==> src/rtl/input_conditioner_if.sv <==
// Bundle between the raw input pins and the sequence detector:
// raw codes in, debounced code plus edge/change strobes out.
interface input_conditioner_if #(
    parameter int WIDTH = 4
);
    logic [WIDTH-1:0] raw_in;
    logic [WIDTH-1:0] clean_out;
    logic [WIDTH-1:0] rise;
    logic [WIDTH-1:0] fall;
    logic             change;
    logic             settled;

    // Producer of raw inputs, consumer of the conditioned code
    modport master (
        output raw_in,
        input  clean_out,
        input  rise,
        input  fall,
        input  change,
        input  settled
    );

    // The conditioner itself
    modport slave (
        input  raw_in,
        output clean_out,
        output rise,
        output fall,
        output change,
        output settled
    );
endinterface

==> src/rtl/input_conditioner.sv <==
// Two-flop synchroniser plus per-channel debounce counter.
// Emits a clean code with registered rise/fall/change pulses.
module input_conditioner #(
    parameter int WIDTH           = 4,
    parameter int DEBOUNCE_CYCLES = 4,
    parameter int CNT_W           = 3
) (
    input  logic                clk,
    input  logic                reset,
    input_conditioner_if.slave  bus
);

    typedef enum logic {
        STABLE  = 1'b0,
        PENDING = 1'b1
    } ch_state_e;

    localparam logic [CNT_W-1:0] LAST = CNT_W'(DEBOUNCE_CYCLES - 1);
    localparam logic [CNT_W-1:0] ONE  = CNT_W'(1);

    logic [WIDTH-1:0] sync1_q, sync1_d;
    logic [WIDTH-1:0] sync2_q, sync2_d;
    logic [WIDTH-1:0] clean_q, clean_d;
    logic [WIDTH-1:0] rise_q,  rise_d;
    logic [WIDTH-1:0] fall_q,  fall_d;
    logic             change_q, change_d;
    logic [CNT_W-1:0] cnt_q [WIDTH];
    logic [CNT_W-1:0] cnt_d [WIDTH];

    ch_state_e        st_w [WIDTH];
    logic             settled_w;

    // Channel state is implied by whether sync2 disagrees with the clean code
    always_comb begin
        for (int i = 0; i < WIDTH; i++) begin
            st_w[i] = (sync2_q[i] != clean_q[i]) ? PENDING : STABLE;
        end
    end

    // Next-state: synchroniser shift and per-channel debounce decisions
    always_comb begin
        sync1_d = bus.raw_in;
        sync2_d = sync1_q;
        clean_d = clean_q;
        rise_d  = '0;
        fall_d  = '0;
        for (int i = 0; i < WIDTH; i++) begin
            cnt_d[i] = cnt_q[i];
        end
        for (int i = 0; i < WIDTH; i++) begin
            unique case (st_w[i])
                STABLE: begin
                    cnt_d[i] = '0;
                end
                PENDING: begin
                    if (cnt_q[i] == LAST) begin
                        clean_d[i] = sync2_q[i];
                        rise_d[i]  = sync2_q[i];
                        fall_d[i]  = ~sync2_q[i];
                        cnt_d[i]   = '0;
                    end else begin
                        cnt_d[i]   = cnt_q[i] + ONE;
                    end
                end
                default: begin
                    cnt_d[i] = '0;
                end
            endcase
        end
        change_d = |(rise_d | fall_d);
    end

    // State registers with synchronous reset
    always_ff @(posedge clk) begin
        if (reset) begin
            sync1_q  <= '0;
            sync2_q  <= '0;
            clean_q  <= '0;
            rise_q   <= '0;
            fall_q   <= '0;
            change_q <= 1'b0;
            for (int i = 0; i < WIDTH; i++) begin
                cnt_q[i] <= '0;
            end
        end else begin
            sync1_q  <= sync1_d;
            sync2_q  <= sync2_d;
            clean_q  <= clean_d;
            rise_q   <= rise_d;
            fall_q   <= fall_d;
            change_q <= change_d;
            for (int i = 0; i < WIDTH; i++) begin
                cnt_q[i] <= cnt_d[i];
            end
        end
    end

    // Quiet when no channel is mid-count and every sync2 matches clean
    always_comb begin
        settled_w = 1'b1;
        for (int i = 0; i < WIDTH; i++) begin
            if (st_w[i] == PENDING || cnt_q[i] != '0) begin
                settled_w = 1'b0;
            end
        end
    end

    assign bus.clean_out = clean_q;
    assign bus.rise      = rise_q;
    assign bus.fall      = fall_q;
    assign bus.change    = change_q;
    assign bus.settled   = settled_w;

endmodule

==> src/flat_wrapper.sv <==
// flat-port wrapper written by rule: the top's interface ports become plain ports
module input_conditioner_flat 
#(
    parameter int WIDTH           = 4,
    parameter int DEBOUNCE_CYCLES = 4,
    parameter int CNT_W           = 3
)
  (clk, reset, bus_raw_in, bus_clean_out, bus_rise, bus_fall, bus_change, bus_settled);
  input_conditioner_if #(.WIDTH(WIDTH)) bus_i ();
  input  logic clk;
  input  logic reset;
  input wire logic [$bits(bus_i.raw_in)-1:0] bus_raw_in;
  output wire logic [$bits(bus_i.clean_out)-1:0] bus_clean_out;
  output wire logic [$bits(bus_i.rise)-1:0] bus_rise;
  output wire logic [$bits(bus_i.fall)-1:0] bus_fall;
  output wire logic [$bits(bus_i.change)-1:0] bus_change;
  output wire logic [$bits(bus_i.settled)-1:0] bus_settled;
  assign bus_i.raw_in = bus_raw_in;
  assign bus_clean_out = bus_i.clean_out;
  assign bus_rise = bus_i.rise;
  assign bus_fall = bus_i.fall;
  assign bus_change = bus_i.change;
  assign bus_settled = bus_i.settled;
  input_conditioner #(.WIDTH(WIDTH), .DEBOUNCE_CYCLES(DEBOUNCE_CYCLES), .CNT_W(CNT_W)) u_core (.clk(clk), .reset(reset), .bus(bus_i));
endmodule
==> config.mk <==
export PLATFORM = sky130hd
export DESIGN_NAME = input_conditioner_flat
export DESIGN_NICKNAME = d
export VERILOG_FILES = /design/src/rtl/input_conditioner_if.sv /design/src/rtl/input_conditioner.sv /design/src/flat_wrapper.sv
export SDC_FILE = /design/constraint.sdc
export NUM_CORES = 1
export LEC_CHECK = 0
export CAP_MARGIN = 10
export CORE_MARGIN = 4
export CORE_UTILIZATION = 36
export DETAILED_ROUTE_END_ITERATION = 16
export HOLD_SLACK_MARGIN = 0.02
export PLACE_DENSITY = 0.62
export SYNTH_ARGS = -nofsm -noshare
export SYNTH_HDL_FRONTEND = slang
export SYNTH_SLANG_ARGS = --single-unit
==> constraint.sdc <==
create_clock -name clk -period 2.2 [get_ports clk]
set_input_delay 0.44 -clock clk [delete_from_list [all_inputs] [get_ports clk]]
set_output_delay 0.44 -clock clk [all_outputs]
set_load 0.02 [all_outputs]
# Word-level counts from Yosys, hierarchy flattened
# Memory sizes are Yosys's and may differ from the RTL's.
# Index checks and enable logic that the tools add are counted.
# op_classes
reduce_logical	13
n_shift	0
n_mux	39
add_sub_neg	4
eq_ne	8
bitwise_logic	13
div_mod_pow	0
n_lt_le_gt_ge	0
n_mul	0
# op_table
op	count
$mux 1	27
$mux 3	8
$pmux 3 s2	4
$add 3x1->3 const B	4
$eq 3x2->1 const B	4
$reduce_bool 3->1	4
$not 1->1	8
$reduce_and 2->1	4
$logic_or 1x1->1	4
$ne 1x1->1	4
$or 1x1->1	4
$or 4x4->4	1
$reduce_or 4->1	1
# totals
output_inout_bits	14
mem_bits_ro	0
regBits	21
mem_bits_rw	12
input_bits	6
elab_cells	87
latchBits	0
memories	1
# mem_list
name	words	width	read_ports	rd_ports_with_merged_regs	wr	line_no	source
u_core.cnt_q	4	3	4	0	4	input_conditioner.sv:27	logic [CNT_W-1:0] cnt_q [WIDTH];

# Longest topological paths before layout
# Gate-level depths: netlist of the first run.
# logic_depth
word_depth	7
ltp_mapped	5

# Worst setup path before layout of the first run
# No wires, ideal clock.
# synth_path
kind	register to output
startpoint	reg u_core.clean_q[0] (netlist: u_core.bus.clean_out[0])
endpoint	out bus_settled
stages_incl_launch_ff	4
path_slack_ns	0.509
path_buffers	0
required_time_ns	1.760
arrival_ns	1.251
path_cell_list	dfxtp_1 -> xnor2_1 -> nand4_1 -> nor3_1
# synth_between
elab_chain_cells	7
# synth_lines
item	line_no	source
start: declaration	input_conditioner.sv:23	logic [WIDTH-1:0] clean_q, clean_d;
start signal: assignment	input_conditioner.sv:88	clean_q <= clean_d;
$ne 1x1->1	input_conditioner.sv:36	st_w[i] = (sync2_q[i] != clean_q[i]) ? PENDING : STABLE;
$mux 1	input_conditioner.sv:36	
$logic_or 1x1->1	input_conditioner.sv:102	if (st_w[i] == PENDING || cnt_q[i] != '0) begin
$mux 1 (4 in series)	input_conditioner.sv:102	
end: declaration	flat_wrapper.sv:17	output wire logic [$bits(bus_i.settled)-1:0] bus_settled;
# Every way passes these cells.

# Worst setup path in the final report of the first run
# Ends and elaborated chain as after synthesis.

==> flow_metrics.py, run 1 <==
metrics = {
    "synthesis": {
        "post_synth_xor_area_fraction": 0.02687,
        "cells_after_synth": 124,
        "dominantRegCellSynth": "dfxtp_1",
        "synthDominantAreaCellType": "dfxtp_1",
        "yosysWarningCount": 0,
        "synth-compound-area-share": 0.02207,
        "synthAdderAreaFrac": 0.1440,
        "cell_with_the_most_instances_after_synthesis": "dfxtp_1",
        "ys_seq_elements": 33,
        "yosys-top-cells-area": "dfxtp_1 (51%), ha_1 (14%), inv_1 (4.9%), nor2_2 (4.3%), nor2b_1 (3.8%)",
        "post_synth.cell_area_avg_um2": 10.51,
        "synth.lib_cells_used.distinct": 20,
        "syn-cell-area_mm2": 0.001304,
        "synth_seq_area_share": 0.5067,
        "combinational_family_with_the_most_area_after_synthesis": "simple AND/OR/NAND/NOR gates",
        "synth_enable_flop_cells": 0,
        "ys_async_sr_fraction": 0,
        "fraction_of_post_synthesis_cell_area_in_the_top_cell_type_by_area": 0.5067,
        "synthTopCellsByCount": "dfxtp_1 (33), inv_1 (17), ha_1 (15)",
        "synth_simple_gate_area_frac": 0.2150,
        "synth_fp_nets": 145,
        "synth.area.mux_share": 0.03071,
    },
    "drt": {
        "vias_per_cell": 4.454,
        "first_pass_iters": 2,
        "initialDrtViolationCount": 32,
        "dr_total_vias": 873,
        "wire_length_after_detailed_routing_mm": 2.124,
        "detail-route-antenna-nets": 0,
        "avgRoutedWirePerCell_um": 10.84,
        "drt_drc_violations_left": 0,
    },
    "layout": {
        "utilization": 0.4689,
        "antennaDiodeCount": 0,
        "area.growth.synth_to_final_pct": 22.84,
        "finalNonFillerCells": 196,
        "drive_above_1_share": 0.1333,
        "final_nets": 170,
    },
    "global_route": {
        "groute.usage.overall": 0.1107,
        "grt_first_pass_wirelength_mm": 3.553,
        "grt_remaining_overflow": 0,
        "grt_pass1_vias": 821,
        "maximum_number_of_pins_on_one_net_before_global_route_repair": 15,
        "grt_antenna_before_repair": 0,
    },
    "floorplan": {
        "die_height_um": 68.18,
        "floorplan.core_area_mm2": 0.003416,
        "fp.dieW_um": 68.18,
        "start_util": 0.3817,
        "die_area_mm2": 0.004649,
        "io_pins": 20,
        "rows": 21,
    },
    "power": {
        "power_per_cell_area_mw_per_mm2": 607.9,
        "power.ir.vdd_worst_mv": 0.3706,
        "leakage_uw": 0.0005949,
    },
    "sta": {
        "finalClockSkew_ns": 0.006598,
        "grt_setup_unrepaired": "no",
        "finalMaxSlewViolations": 0,
        "post-route-period-util": 0.9167,
        "setup_violations": 0,
        "slew_at_the_pin_closest_to_its_max_slew_limit_ns": 0.4201,
        "hold_viol_final": 0,
        "fin_setup_tns_ns": 0,
        "maximum_frequency_from_static_timing_analysis_mhz": 495.9,
        "post-route-min-period_ns": 2.017,
        "final.hold.worst_slack_ns": 0.4445,
        "relSlewSlack": 0.7191,
    },
    "clock_network": {
        "tritoncts.num_buffers": 5,
        "cts.clk_slew.worst_paths_ns": 0.09,
        "cts_buffer_depth": 2,
        "clkSinkCount": 33,
        "cts_hold_buffers": 0,
        "cts-root-buf": "clkbuf_4",
        "insertion_delay_ns": 0.33,
        "htreeDepth": 2,
        "postCtsSetupBuffers": 0,
        "cts_tree": "done",
    },
    "worst_setup_path": {
        "crit_arrival_ns": 1.58,
        "crit_path_end_kind": "primary output",
        "critical-path-slowest-cell": "dfxtp_1",
        "critPathKind": "flop to primary output",
        "timing.critical_path.fanout_max": 7,
        "critical_path.cell_chain": "xnor2_1 -> nand4_1 -> nor3_1 -> dlygate4sd2_1",
        "startpoint": "u_core.bus.clean_out[0]$_SDFFE_PP0P_",
        "cp-start-kind": "flop",
        "timing.rr.start": "u_core.cnt_q[0][9]$_SDFF_PP0_",
        "critical-path-max-stage-delay_ns": 0.45,
        "required_worst_endpoint_ns": 1.76,
    },
    "hold_path": {
        "timing.hold.worst.class": "flop to flop",
        "min_from": "u_core.sync1_q[1]$_SDFF_PP0_",
    },
    "placement": {
        "post-place-cells": 188,
        "io_buffer_count": 19,
        "gp_congestion": 0.7546,
        "post-dp-hpwl_mm": 1.627,
    },
    "job": {
        "max_cap_viol_count": 0,
    },
    "outcome": {
        "status": "complete, no violations",
    },
}
## metrics by stage
stage / total power, µW / setup WS [ns] / cell area, µm²
5_1_grt: 1023 / 0.03657 / 1602
3_3_place_gp: 673.7 / 0.2403 / 1551
4_1_cts: 993.0 / 0.1156 / 1602
3_5_place_dp: 674.5 / 0.2093 / 1551
6_report: 973.6 / 0.1834 / 1602
2_1_floorplan: 652.5 / 0.5090 / 1304
## critical path, delay by kind of cell (launching register included)
family        cells  cell delay [ns]
xor+xnor          1             0.18
buf+inv           1             0.35
flops             1             0.45
simple gates      2             0.26
## sequential cells by signal, indices dropped and copies added, names as in the netlist
signal / flops
u_core.bus.change: 1
u_core.bus.clean_out: 4
u_core.bus.fall: 4
u_core.bus.rise: 4
u_core.cnt_q: 12
u_core.sync1_q: 4
u_core.sync2_q: 4
## logic make-up after synthesis
kind of cell | count (synthesis)
AO/OA/AOI/OAI | 3
XOR/XNOR | 4
adder cells (fa/ha/maj) | 15
buffers and inverters | 19
flip-flops | 33
multiplexers | 4
AND/OR/NAND/NOR | 46
## power breakdown
| part | switching (µW) | internal [µW] | total [µW] |
|---|---|---|---|
| clock | 195 | 122 | 316 |
| combinational | 21.3 | 23.9 | 45.2 |
| sequential | 6.09 | 606 | 612 |
| total | 222 | 751 | 974 |
## final timing paths
path | end | slack, ns | cells past startpoint
setup / recovery | bus_settled | 0.18 | 4
hold / removal | u_core.sync2_q[1]$_SDFF_PP0_ | 0.44 | 1
setup reg to reg | u_core.bus.change$_SDFF_PP0_ | 0.83 | 5
hold reg to reg | u_core.sync2_q[1]$_SDFF_PP0_ | 0.44 | 1
## area by class of cell
cell class              count  area [µm²]
inverters                  17       63.81
fillers                   335        1814
clock buffers               6       41.29
multi-input cells          72       571.8
flip-flops and latches     33       660.6
well taps                  46       57.56
clock inverters             2       10.01
repair buffers             20       196.4
## repair_timing
item | CTS | global route
resized for setup | 1 | 0
setup endpoints to repair | 1 | 0
endpoints found under the hold margin | 0 | 0
## metal layers
layer | vias up | wire, µm | GRT usage
li1 | 452 | - | -
met1 | 391 | 970 | 0.1217
met2 | 22 | 916 | 0.1625
met3 | 8 | 158 | 0.05090
met4 | 0 | 78 | 0.08933
met5 | - | 0 | 0
## cell usage in the layout (no fill, tap or decap), types with 2 or more instances in the layout
master           netlist  layout
clkbuf_4               0       5
clkdlybuf4s50_1        0      18
clkinv_2               0       2
dfxtp_1               33      33
ha_1                  15      15
inv_1                 17      17
mux2i_1                4       4
nand2_1                3       3
nand3b_1               3       3
nand4_1                3       3
nor2_1                 9       9
nor2_2                 9       9
nor2b_1                8       8
nor3_1                 4       4
nor4b_1                2       2
or3_4                  3       3
xnor2_1                4       4
No activity file was read; power rests on OpenSTA's default activity.
==> inputs of run 2 (changes only) <==
PLACE_DENSITY = 0.65   (was 0.62)
SKIP_CTS_REPAIR_TIMING = 1   (was not set)
==> run 2 against run 1 <==
Combinational power increased by 6.2%. Critical endpoint unchanged. Critical path type unchanged. Sequential share of layout area decreased by 0.76 points. Clock skew decreased by 0.0016 ns. Largest cell class unchanged.
==> flow_metrics.py, run 2 (synthesis gave the netlist of run 1 again) <==
metrics = {
    "power": {
        "intPower_uw": 817.5,
        "power_per_cell_area_mw_per_mm2": 638.2,
        "seq_power_share": 0.588,
        "clock_power_share": 0.366,
        "design_power_total_uw": 1041,
        "power.ir.vdd_worst_mv": 0.3762,
        "p_sw_uw": 223.8,
        "leakage_uw": 0.0006174,
        "switching_share": 0.2149,
        "combinational_share_of_power": 0.046,
    },
    "hold_path": {
        "worst_hold_path.num_cells": 1,
        "timing.hold.worst.class": "flop to flop",
    },
    "worst_setup_path": {
        "critical-path-max-stage-delay_ns": 0.45,
        "cp-start-kind": "flop",
        "critical_path.cell_chain": "xnor2_1 -> nand4_1 -> nor3_1 -> dlymetal6s2s_1",
        "rr_worst_depth": 5,
        "critPathKind": "flop to primary output",
        "required_worst_endpoint_ns": 1.76,
        "timing.critical_path.fanout_max": 6,
        "crit_arrival_ns": 1.46,
        "crit_path_end_kind": "primary output",
        "critical-path-slowest-cell": "dfxtp_1",
    },
    "layout": {
        "antennaDiodeCount": 0,
        "largest_register_ffs": 12,
        "finalNonFillerCells": 197,
        "final_nets": 171,
        "layout_common_cells": "dfxtp_1 (33), clkdlybuf4s50_1 (18), inv_1 (17)",
        "area.growth.synth_to_final_pct": 25.14,
        "drive_above_1_share": 0.1457,
        "layout_commonest_cell": "dfxtp_1",
        "largest-register": "u_core.cnt_q",
        "utilization": 0.4777,
    },
    "placement": {
        "post-place-cells": 189,
        "gp_congestion": 0.8566,
        "post-dp-hpwl_mm": 1.789,
        "io_buffer_count": 19,
    },
    "global_route": {
        "global_route.usage.met1": 0.1153,
        "grt_remaining_overflow": 0,
        "grt_pass1_vias": 942,
        "maximum_number_of_pins_on_one_net_before_global_route_repair": 13,
        "gr_layer_usage_met3": 0.06404,
        "grt_first_pass_wirelength_mm": 3.836,
        "groute.usage.overall": 0.1185,
        "groute.layer.met2.usage": 0.1949,
        "grt_antenna_before_repair": 0,
        "most_used_routing_layer": "met2",
    },
    "drt": {
        "wire_length_after_detailed_routing_mm": 2.283,
        "initialDrtViolationCount": 9,
        "avgRoutedWirePerCell_um": 11.59,
        "vias_per_cell": 4.513,
        "first_pass_iters": 4,
        "dr_total_vias": 889,
        "detail-route-antenna-nets": 0,
        "drt_drc_violations_left": 0,
    },
    "floorplan": {
        "start_util": 0.3817,
        "fp.dieW_um": 68.18,
        "rows": 21,
        "die_height_um": 68.18,
        "io_pins": 20,
        "floorplan.core_area_mm2": 0.003416,
        "die_area_mm2": 0.004649,
    },
    "clock_network": {
        "cts.clk_slew.worst_paths_ns": 0.10,
        "tritoncts.num_buffers": 5,
        "clkSinkCount": 33,
        "htreeDepth": 2,
        "cts-root-buf": "clkbuf_4",
        "cts_buffer_depth": 2,
        "cts_tree": "done",
        "insertion_delay_ns": 0.33,
    },
    "sta": {
        "post-route-period-util": 0.8648,
        "maximum_frequency_from_static_timing_analysis_mhz": 525.6,
        "grt_setup_unrepaired": "no",
        "setup_violations": 0,
        "post-route-min-period_ns": 1.903,
        "hold_viol_final": 0,
        "final.hold.worst_slack_ns": 0.4591,
        "slew_at_the_pin_closest_to_its_max_slew_limit_ns": 0.3890,
        "finalClockSkew_ns": 0.005046,
        "finalMaxSlewViolations": 0,
        "relSlewSlack": 0.7399,
    },
    "job": {
        "max_cap_viol_count": 0,
    },
    "outcome": {
        "status": "complete, no violations",
    },
}
-- run 2: worst max-delay path: cells and delay by family (launching register included) --
kind          cells  cell delay, ns
flops             1            0.45
simple gates      2            0.26
buf+inv           1            0.24
xor+xnor          1            0.18
-- run 2: metrics by stage --
stage | setup TNS, ns | area, µm² | setup WS (ns)
after detailed placement | 0 | 1559 | 0.2420
after CTS | -0.1429 | 1629 | -0.1429
after floorplan | 0 | 1304 | 0.5090
after global routing | 0 | 1632 | 0.08919
final | 0 | 1632 | 0.2974
after global placement | 0 | 1559 | 0.2526
-- run 2: area by class of cell --
cell class / count / area [µm²]
Inverter: 17 / 63.81
Multi-Input combinational cell: 72 / 571.8
Sequential cell: 33 / 660.6
Fill cell: 336 / 1784
Tap cell: 46 / 57.56
Clock buffer: 7 / 65.06
Clock inverter: 1 / 5.005
Timing Repair Buffer: 21 / 207.7
-- run 2: path summary, 6_finish.rpt --
kind,startpoint,end,slack [ns]
setup / recovery,u_core.bus.clean_out[2]$_SDFFE_PP0P_,bus_settled,0.30
hold / removal,u_core.sync1_q[3]$_SDFF_PP0_,u_core.sync2_q[3]$_SDFF_PP0_,0.46
setup reg to reg,u_core.cnt_q[0][9]$_SDFF_PP0_,u_core.bus.change$_SDFF_PP0_,0.79
hold reg to reg,u_core.sync1_q[3]$_SDFF_PP0_,u_core.sync2_q[3]$_SDFF_PP0_,0.46
-- run 2: per-layer routing --
layer	share of wire	routed length (µm)
met1	0.41	947
met2	0.48	1092
met3	0.069	158
met4	0.037	85
met5	0	0
-- run 2: power groups by stage --
stage	clock, µW	sequential (µW)	combinational (µW)
after floorplan	0	625	28.0
after global placement	0	625	48.7
after detailed placement	0	626	49.7
after CTS	393	612	49.9
after global routing	413	614	54.4
final	381	612	48.0
==> inputs of run 3 (changes only) <==
REMOVE_ABC_BUFFERS = 1   (was not set)
==> run 3 against run 2 <==
Worst hold slack worse by 0.017 ns. Total power fell by 7.0%. Sequential power hardly changed. Die area unchanged. Clock skew fell by 0.0011 ns. Via count decreased by 2.5%. Design area decreased by 1.3%. First-iteration DRC count up 44%. Final cell count is the same. Register-to-register slack barely moved. Critical path depth stayed put. Critical path type unchanged. Largest power group unchanged.
==> flow_metrics.py, run 3 (synthesis gave the netlist of run 1 again) <==
metrics = {
    "power": {
        "design_power_total_uw": 968.4,
        "power.ir.vdd_worst_mv": 0.3794,
        "leakage_uw": 0.0006027,
        "clock_power_share": 0.318,
        "combinational_share_of_power": 0.051,
        "seq_power_share": 0.632,
        "power_per_cell_area_mw_per_mm2": 601.4,
        "intPower_uw": 759.4,
        "switching_share": 0.2158,
        "p_sw_uw": 209.0,
    },
    "drt": {
        "dr_total_vias": 867,
        "first_pass_iters": 4,
        "drt_drc_violations_left": 0,
        "vias_per_cell": 4.401,
        "wire_length_after_detailed_routing_mm": 2.082,
        "avgRoutedWirePerCell_um": 10.57,
        "detail-route-antenna-nets": 0,
        "initialDrtViolationCount": 13,
    },
    "floorplan": {
        "rows": 21,
        "start_util": 0.3817,
        "die_area_mm2": 0.004649,
        "floorplan.core_area_mm2": 0.003416,
        "die_height_um": 68.18,
        "io_pins": 20,
        "fp.dieW_um": 68.18,
    },
    "worst_setup_path": {
        "timing.critical_path.fanout_max": 7,
        "crit_path_end_kind": "primary output",
        "critical_path.reg2reg.endpoint": "u_core.bus.change$_SDFF_PP0_",
        "timing.rr.start": "u_core.cnt_q[0][0]$_SDFF_PP0_",
        "crit_arrival_ns": 1.51,
        "required_worst_endpoint_ns": 1.76,
        "setup.reg_to_reg.worst_slack_ns": 0.80,
        "rr_worst_depth": 5,
        "critPathKind": "flop to primary output",
        "cp-start-kind": "flop",
    },
    "clock_network": {
        "cts_tree": "done",
        "cts.clk_slew.worst_paths_ns": 0.09,
        "clkSinkCount": 33,
        "cts_buffer_depth": 2,
        "htreeDepth": 2,
        "tritoncts.num_buffers": 5,
        "insertion_delay_ns": 0.33,
        "cts-root-buf": "clkbuf_4",
    },
    "sta": {
        "finalMaxSlewViolations": 0,
        "relSlewSlack": 0.7368,
        "final.hold.worst_slack_ns": 0.4422,
        "slew_at_the_pin_closest_to_its_max_slew_limit_ns": 0.3935,
        "post-route-worst-setup-slack_ns": 0.2483,
        "maximum_frequency_from_static_timing_analysis_mhz": 512.4,
        "finalClockSkew_ns": 0.003920,
        "setup_violations": 0,
        "post-route-min-period_ns": 1.952,
        "fin_setup_tns_ns": 0,
        "grt_setup_unrepaired": "no",
        "hold_viol_final": 0,
        "post-route-period-util": 0.8871,
    },
    "hold_path": {
        "min_from": "u_core.sync1_q[2]$_SDFF_PP0_",
        "timing.hold.worst.class": "flop to flop",
        "min_delay_worst_endpoint": "u_core.sync2_q[2]$_SDFF_PP0_",
        "worst_hold_path.num_cells": 1,
    },
    "layout": {
        "drive_above_1_share": 0.1258,
        "area.growth.synth_to_final_pct": 23.51,
        "layout_common_cells": "dfxtp_1 (33), clkdlybuf4s50_1 (18), inv_1 (17)",
        "antennaDiodeCount": 0,
        "layout_commonest_cell": "dfxtp_1",
        "design_area_mm2": 0.001610,
        "largest-register": "u_core.cnt_q",
        "largest_register_ffs": 12,
        "final_nets": 171,
    },
    "global_route": {
        "groute.layer.met2.usage": 0.1793,
        "global_route.usage.met1": 0.1169,
        "gr_layer_usage_met3": 0.03448,
        "grt_first_pass_wirelength_mm": 3.629,
        "grt_antenna_before_repair": 0,
        "grt_remaining_overflow": 0,
        "most_used_routing_layer": "met2",
        "maximum_number_of_pins_on_one_net_before_global_route_repair": 12,
        "groute.usage.overall": 0.1111,
        "grt_pass1_vias": 851,
    },
    "placement": {
        "placed_area_mm2": 0.001559,
        "gp_congestion": 0.7970,
        "io_buffer_count": 19,
        "post-dp-hpwl_mm": 1.645,
        "dp_slack_ns": 0.1821,
    },
    "outcome": {
        "status": "complete, no violations",
    },
    "job": {
        "max_cap_viol_count": 0,
    },
}
==> run 3: cell type report <==
cell class                 instances  area, µm²
inverter                          17      63.81
multi-input combinational         72      571.8
tap                               46      57.56
sequential                        33      660.6
fill                             340       1805
timing repair buffer              21      207.7
clock buffer                       8      48.80
==> run 3: how the worst max path moves through the flow <==
| stage | startpoint | to | slack [ns] | cells after the start |
|---|---|---|---|---|
| 2_1_floorplan | u_core.bus.clean_out[0]$_SDFFE_PP0P_ | bus_settled | 0.51 | 3 |
| 3_3_place_gp | u_core.bus.clean_out[3]$_SDFFE_PP0P_ | bus_settled | 0.21 | 4 |
| 3_5_place_dp | u_core.bus.clean_out[0]$_SDFFE_PP0P_ | bus_settled | 0.18 | 4 |
| 4_1_cts | u_core.bus.clean_out[0]$_SDFFE_PP0P_ | bus_settled | -0.20 | 4 |
| 5_1_grt | u_core.bus.clean_out[0]$_SDFFE_PP0P_ | bus_settled | 0.08 | 4 |
| 6_report | u_core.bus.clean_out[0]$_SDFFE_PP0P_ | bus_settled | 0.25 | 4 |
==> run 3: per-stage QoR <==
stage	instances	util
after floorplan	122	-
after global placement	189	0.4564
after detailed placement	189	0.4564
after CTS	197	0.4707
after global routing	197	0.4714
final	197	0.4714
==> run 3: power by group through the flow <==
stage	registers, µW	clock network (µW)	logic [µW]
after floorplan	625	0	23.8
after global placement	625	0	49.5
after detailed placement	626	0	50.5
after CTS	612	328	50.6
after global routing	614	356	54.3
final	612	308	48.9
==> run 3: critical path, cell delays in order, from the launching register on <==
cell and delay [ns]:
dfxtp_1 0.45, xnor2_1 0.19, nand4_1 0.11, nor3_1 0.18, dlymetal6s2s_1 0.26
==> run 3: metal layers <==
metal | wire length, µm | vias up
met4 | 63 | 0
met5 | 0 | -
met1 | 900 | 394
li1 | - | 452
met2 | 1038 | 14
met3 | 79 | 7
